**src/rtl/trace_checker_fifo.sv**
```systemverilog
// Synchronous FIFO holding golden trace entries.
// The head is presented combinationally so the checker can compare in the
// same cycle it pops. A write and a read may happen together; the entry
// written this cycle is never visible to a read in the same cycle because
// emptiness is judged from the registered level.
module trace_fifo #(
  parameter int DEPTH = 8,
  parameter int WIDTH = 32
) (
  input  logic                       clk,
  input  logic                       reset,
  input  logic                       push_i,
  input  logic [WIDTH-1:0]           push_data_i,
  input  logic                       pop_i,
  output logic [WIDTH-1:0]           pop_data_o,
  output logic                       full_o,
  output logic                       empty_o,
  output logic [$clog2(DEPTH):0]     level_o
);

  localparam int AW = $clog2(DEPTH);
  localparam int LW = AW + 1;

  logic [WIDTH-1:0] mem [DEPTH];
  logic [AW-1:0]    wptr_q, wptr_d;
  logic [AW-1:0]    rptr_q, rptr_d;
  logic [LW-1:0]    level_q, level_d;
  logic             do_push;
  logic             do_pop;

  assign full_o     = (level_q == LW'(DEPTH));
  assign empty_o    = (level_q == '0);
  assign level_o    = level_q;
  assign pop_data_o = mem[rptr_q];
  assign do_push    = push_i && !full_o;
  assign do_pop     = pop_i && !empty_o;

  // Pointer and level bookkeeping; pointers wrap naturally at DEPTH.
  always_comb begin
    wptr_d  = wptr_q;
    rptr_d  = rptr_q;
    level_d = level_q;
    if (do_push) wptr_d = wptr_q + AW'(1);
    if (do_pop)  rptr_d = rptr_q + AW'(1);
    case ({do_push, do_pop})
      2'b10:   level_d = level_q + LW'(1);
      2'b01:   level_d = level_q - LW'(1);
      default: level_d = level_q;
    endcase
  end

  // Pointer/level registers; reset discards contents by zeroing them.
  always_ff @(posedge clk or posedge reset) begin
    if (reset) begin
      wptr_q  <= '0;
      rptr_q  <= '0;
      level_q <= '0;
    end else begin
      wptr_q  <= wptr_d;
      rptr_q  <= rptr_d;
      level_q <= level_d;
    end
  end

  // Entry storage; not reset since stale data is unreachable once cleared.
  always_ff @(posedge clk) begin
    if (do_push) mem[wptr_q] <= push_data_i;
  end

endmodule

```
**config.mk**
```make
export PLATFORM = sky130hd
export DESIGN_NAME = trace_fifo
export DESIGN_NICKNAME = d
export VERILOG_FILES = /design/src/rtl/trace_checker_fifo.sv
export SDC_FILE = /design/constraint.sdc
export NUM_CORES = 1
export LEC_CHECK = 0
export CAP_MARGIN = 20
export CORE_MARGIN = 2
export CORE_UTILIZATION = 40
export CTS_CLUSTER_SIZE = 40
export DETAILED_ROUTE_END_ITERATION = 6
export DONT_BUFFER_PORTS = 1
export SYNTH_ARGS = -nofsm -noshare
export SYNTH_HDL_FRONTEND = slang
export SYNTH_SLANG_ARGS = --single-unit
```
**constraint.sdc**
```tcl
create_clock -name clk -period 6.1 [get_ports clk]
set_clock_uncertainty 0.15 [all_clocks]
set_input_delay 1.22 -clock clk [delete_from_list [all_inputs] [get_ports clk]]
set_output_delay 1.22 -clock clk [all_outputs]
set_load 0.1 [all_outputs]
```
==> results of run 1 <==
how the worst max path moves through the flow:
stage                                start             to  slack, ns
floorplan           level_o[0]$_DFFE_PP0P_        empty_o       0.87
global placement     rptr_q[0]$_DFFE_PP0P_  pop_data_o[8]       2.06
detailed placement   rptr_q[0]$_DFFE_PP0P_  pop_data_o[8]       2.04
CTS                  rptr_q[0]$_DFFE_PP0P_  pop_data_o[8]       1.47
global route         rptr_q[0]$_DFFE_PP0P_  pop_data_o[8]       1.38
finish               rptr_q[0]$_DFFE_PP0P_  pop_data_o[8]       1.57
metal layers:
metal  track usage  vias up
li1              -     1924
met1         0.173     2339
met2         0.246       88
met3        0.0452       23
met4        0.0352        0
met5             0        -
area by class of cell:
cell class,count,share of cell area
clock inverter,15,0.0130
timing repair buffer,14,0.0122
tap,335,0.0357
multi-input combinational,146,0.200
inverter,7,0.00224
clock buffer,33,0.0595
sequential,266,0.677
flip-flops by register name, indices dropped and copies added, names as in the netlist:
register  cells
mem         256
wptr_q        3
level_o       4
rptr_q        3
cells by family after synthesis:
group                      share of synthesized area
AOI/OAI and AO/OA                            0.00565
xor gates and xnor gates                     0.00505
adders and majority gates                    0.00794
muxes                                          0.186
DFF                                            0.763
and+or+nand+nor                               0.0143
buffers and inverters                         0.0174
metrics by stage:
| step | setup slack (ns) | area (um^2) | util | hold slack (ns) |
|---|---|---|---|---|
| after global placement | 2.06 | 10800 | 0.421 | 0.355 |
| final | 1.57 | 11700 | 0.455 | 0.395 |
| after detailed placement | 2.04 | 10900 | 0.422 | 0.370 |
| after CTS | 1.47 | 11700 | 0.455 | 0.385 |
| after floorplan | 0.871 | 10400 | - | 0.335 |
| after global routing | 1.38 | 11700 | 0.455 | 0.430 |
synth_stat cells:
library cell,n,area share
edfxtp_1,256,0.74
mux4_2,36,0.078
mux2_2,33,0.036
mux4_1,28,0.071
dfrtp_1,10,0.024
nand2_1,7,0.0025
nor2_1,7,0.0025
inv_1,6,0.0022
buf_1,5,0.0018
clkbuf_1,5,0.0018
ha_1,5,0.0060
xnor2_1,5,0.0042
buf_12,4,0.0077
buf_2,3,0.0014
nand3_1,3,0.0014
a21oi_1,2,0.00096
buf_6,2,0.0022
nand2b_1,2,0.0012
nor3_1,2,0.00096
nor3b_1,2,0.0014
a2111o_1,1,0.0011
fa_1,1,0.0019
inv_2,1,0.00036
mux2_1,1,0.0011
mux2i_1,1,0.00096
nand3b_1,1,0.00072
nand4_1,1,0.00060
nor4_1,1,0.00060
o211ai_1,1,0.00072
o21ai_0,1,0.00048
o311ai_0,1,0.00084
o41ai_2,1,0.0016
or4b_1,1,0.00096
or4b_4,1,0.0013
xor2_1,1,0.00084
cell usage in the layout, fill, tap and decap left out, drive strengths merged, types with 3 or more instances in the layout:
cell | Yosys | routed
edfxtp | 256 | 256
mux4 | 64 | 64
mux2 | 34 | 34
clkbuf | 5 | 34
buf | 14 | 13
dfrtp | 10 | 10
clkinv | 0 | 9
inv | 7 | 8
nand2 | 7 | 7
nor2 | 7 | 7
xnor2 | 5 | 5
ha | 5 | 5
nand3 | 3 | 3
bufinv | 0 | 3
worst max-delay path: cells and delay by family (launching register included):
| kind | cells | cell delay (ns) |
|---|---|---|
| buf+inv | 1 | 0.45 |
| flops | 1 | 1.04 |
| mux | 2 | 1.11 |
==> results.py, run 1 <==
metrics = {
    "run": {
        "max_cap_viol_count": 0,
    },
    "timing": {
        "setup_viol": 0,
        "period_share": 0.743,
        "tightest_slew_ns": 1.15,
        "max_freq_mhz": 221,
        "slew_violations": 0,
        "maxSlewHeadroom": 0.236,
        "rsz0062_at_grt": "no",
        "hold_violations": 0,
        "fin_tns_setup_ns": 0,
        "post-route-min-period_ns": 4.53,
    },
    "floorplan": {
        "core_mm2": 0.0258,
        "start_util": 0.404,
        "row_count": 59,
        "die-area_mm2": 0.0273,
        "die_h_um": 165,
        "dieWidth_um": 165,
        "pin_count": 74,
    },
    "clock_tree": {
        "clock-sinks": 266,
        "htreeDepth": 1,
        "clk_latency_ns": 0.52,
        "cts_tree": "done",
        "clock-root-buffer": "clkbuf_16",
        "cts.path.max_buffers": 3,
        "cts_resized": 0,
        "path_clk_slew_ns": 0.06,
        "cts_hold_buf": 0,
        "post_cts_buffers": 0,
        "cts-buffers-inserted": 27,
    },
    "setup_path": {
        "crit_arrival_ns": 3.16,
        "r2r_start": "level_o[3]$_DFFE_PP0P_",
        "worstPathRequired_ns": 4.73,
        "max_stage_delay_ns": 1.04,
        "cp_max_fo": 50,
        "slowest_stage": "dfrtp_4",
        "path_class": "flop to output pin",
        "timing.rr.end": "level_o[3]$_DFFE_PP0P_",
        "end_kind": "output pin",
        "ff2ff_setup_slack_ns": 2.49,
        "critical_path.cell_chain": "buf_4 -> mux4_1 -> mux2_2",
        "worstRegToRegCells": 7,
        "cp-start-kind": "flop",
    },
    "min_path": {
        "hold_path.class": "flop to flop",
        "whs_path_depth": 1,
        "worstHoldStart": "wptr_q[0]$_DFFE_PP0P_",
        "holdPathEnd": "wptr_q[0]$_DFFE_PP0P_",
    },
    "placed_design": {
        "gp_congestion": 0.718,
        "dp_hpwl_mm": 10.7,
        "dp_cells": 768,
        "portBuffers": 0,
    },
    "logic_synthesis": {
        "avgSynthCellArea_um2": 23.7,
        "synthCells": 438,
        "yosysSeqAreaShare": 0.763,
        "ys_ff_latch": 266,
        "synth_warnings": 0,
        "synth_area_mm2": 0.0104,
        "ys_types": 35,
        "syn_nets": 480,
    },
    "finish": {
        "seqCellArea_mm2": 0.00794,
        "multi_input_area_mm2": 0.00234,
        "nNetsFinal": 504,
        "finalNonFillerCells": 816,
        "drive_gt1_frac": 0.277,
        "nFillCells": 2091,
        "synthToLayoutAreaGrowth_pct": 12.7,
        "diodes": 0,
    },
    "route": {
        "dr_wl_met2_mm": 9.66,
        "drtIter0Drc": 261,
        "wl_per_cell_um": 23.1,
        "drt_pass1_iterations": 5,
        "route.top_layer_used": "met4",
        "vias_per_cell": 5.36,
        "wl_met3_mm": 1.32,
        "drc": 0,
        "wl_mm": 18.9,
        "antenna_left": 0,
        "via_count": 4374,
        "wl_met1_mm": 7.64,
    },
    "run_status": {
        "outcome": "complete, no violations",
    },
    "global_route": {
        "grt_usage": 0.142,
        "grt_max_degree": 51,
        "grt_remaining_overflow": 0,
        "grt_pass1_vias": 4652,
        "grt_pass1_wl_mm": 28.2,
        "antenna_found_initial": 0,
    },
}
Power of run 1 is left out: the tool's default activity adds up to more than one toggle a clock period on the data nets, which glitch-free logic cannot reach.
==> run 2: changes to the inputs <==
Clock period 6.1 ns to 4.7 ns, I/O delays scaled along.
==> run 2 against run 1 <==
Global-route usage up 0.39 points. Sequential share of layout area increased by 0.47 points. Via count decreased by 0.62%. Register-to-register slack got worse by 1.3 ns. Non-clock buffer count is the same. Worst setup slack lost 0.83 ns. First-iteration DRC count increased by 19%. Worst hold slack worse by 0.24 ns. Cell count stayed put.
==> results.py, run 2 (synthesized netlist as in run 1, its figures left out) <==
metrics = {
    "finish": {
        "multi_input_area_mm2": 0.00235,
        "diodes": 0,
        "largest_reg_flops": 256,
        "nNetsFinal": 504,
        "drive_gt1_frac": 0.279,
        "seqCellArea_mm2": 0.00795,
        "synthToLayoutAreaGrowth_pct": 12.0,
        "nFillCells": 2114,
        "final_common_cell": "edfxtp_1",
        "utilization": 0.452,
        "fin_area_mm2": 0.0116,
        "final_cell_mix": "edfxtp_1 (256), mux4_2 (36), mux2_2 (33)",
        "regMostFlops": "mem",
    },
    "global_route": {
        "grt_usage": 0.146,
        "grt_remaining_overflow": 0,
        "grt_pass1_wl_mm": 28.9,
        "grt_max_degree": 67,
        "grt_pass1_vias": 4725,
        "antenna_found_initial": 0,
    },
    "floorplan": {
        "pin_count": 74,
        "start_util": 0.404,
        "dieWidth_um": 165,
        "die-area_mm2": 0.0273,
        "die_h_um": 165,
        "row_count": 59,
        "core_mm2": 0.0258,
    },
    "clock_tree": {
        "cts_hold_buf": 0,
        "cts.path.max_buffers": 3,
        "clock-sinks": 266,
        "clk_latency_ns": 0.51,
        "cts-buffers-inserted": 27,
        "path_clk_slew_ns": 0.06,
        "clock-root-buffer": "clkbuf_16",
        "htreeDepth": 1,
        "post_cts_buffers": 0,
        "cts_resized": 0,
        "cts_tree": "done",
    },
    "timing": {
        "period_share": 0.844,
        "setup_viol": 0,
        "maxSlewHeadroom": 0.255,
        "fin_tns_setup_ns": 0,
        "max_freq_mhz": 252,
        "slew_violations": 0,
        "rsz0062_at_grt": "no",
        "fin_ws_ns": 0.734,
        "hold_violations": 0,
        "tightest_slew_ns": 1.12,
        "post-route-min-period_ns": 3.97,
    },
    "min_path": {
        "hold_path.class": "input pin to asynchronous set/reset pin",
    },
    "setup_path": {
        "worstPathRequired_ns": 3.61,
        "cp-start-kind": "flop",
        "critical-path-top-delay-family": "multiplexers",
        "max_stage_delay_ns": 0.81,
        "end_kind": "output pin",
        "ff2ff_setup_slack_ns": 1.22,
        "crit_arrival_ns": 2.88,
        "crit_buf_inv": 1,
        "slowest_stage": "dfrtp_4",
        "critical_path.cell_chain": "buf_4 -> mux4_1 -> mux2_2",
        "path_class": "flop to output pin",
        "cp_max_fo": 31,
    },
    "placed_design": {
        "dpl_cell_area_mm2": 0.0108,
        "gp_congestion": 0.683,
        "dp_slack_ns": 1.21,
        "dp_hpwl_mm": 10.4,
        "portBuffers": 0,
    },
    "route": {
        "drt_pass1_iterations": 4,
        "drtIter0Drc": 311,
        "drc": 0,
        "wl_per_cell_um": 23.9,
        "wl_mm": 19.5,
        "vias_per_cell": 5.33,
        "via_count": 4347,
        "antenna_left": 0,
    },
    "run_status": {
        "outcome": "complete, no violations",
    },
    "run": {
        "max_cap_viol_count": 0,
    },
}
[run 2: cell types whose count changed in the layout (fill, tap and decap cells not counted), moves of 2 or more]
cell	change
buf_4	+2
bufinv_16	-2
clkbuf_1	-3
clkinv_1	+2
clkinv_2	+4
clkinvlp_4	-2
[run 2: layout make-up]
cell class / instances / share of cell area
inverters: 7 / 0.00226
clock buffers: 30 / 0.0590
well taps: 335 / 0.0360
multi-input cells: 146 / 0.202
clock inverters: 18 / 0.00977
repair buffers: 14 / 0.00902
flip-flops and latches: 266 / 0.682
[run 2: worst paths after layout]
path                                          end  cells past startpoint                    from
min                        level_o[0]$_DFFE_PP0P_                      1                   reset
max in group asynchronous   rptr_q[0]$_DFFE_PP0P_                      1                   reset
min reg2reg                 wptr_q[0]$_DFFE_PP0P_                      1   wptr_q[0]$_DFFE_PP0P_
max                                pop_data_o[16]                      3   rptr_q[0]$_DFFE_PP0P_
max reg2reg                level_o[3]$_DFFE_PP0P_                      7  level_o[1]$_DFFE_PP0P_
min in group clk              mem[2][8]$_DFFE_PP_                      0          push_data_i[8]
[run 2: metal layers]
layer,GRT usage,vias to the layer above,wire length [um]
met5,0,-,0
met4,0.0368,0,259
met3,0.0410,18,1630
met2,0.251,124,9950
met1,0.183,2284,7640
li1,-,1921,-
[run 2: through the flow]
step | instances | hold slack [ns]
5_1_grt | 816 | 0.161
4_1_cts | 816 | 0.140
3_5_place_dp | 768 | 0.375
3_3_place_gp | 768 | 0.355
6_report | 816 | 0.153
2_1_floorplan | 438 | 0.335
[run 2: worst register-to-register path: stages, from the launching register on]
cell,delay [ns]
dfrtp_1,0.81
or4b_4,0.74
nand2_1,0.16
ha_1,0.33
ha_1,0.35
or4b_1,0.55
o311ai_0,0.13
o211ai_1,0.12
Power of run 2 is left out for the same reason.
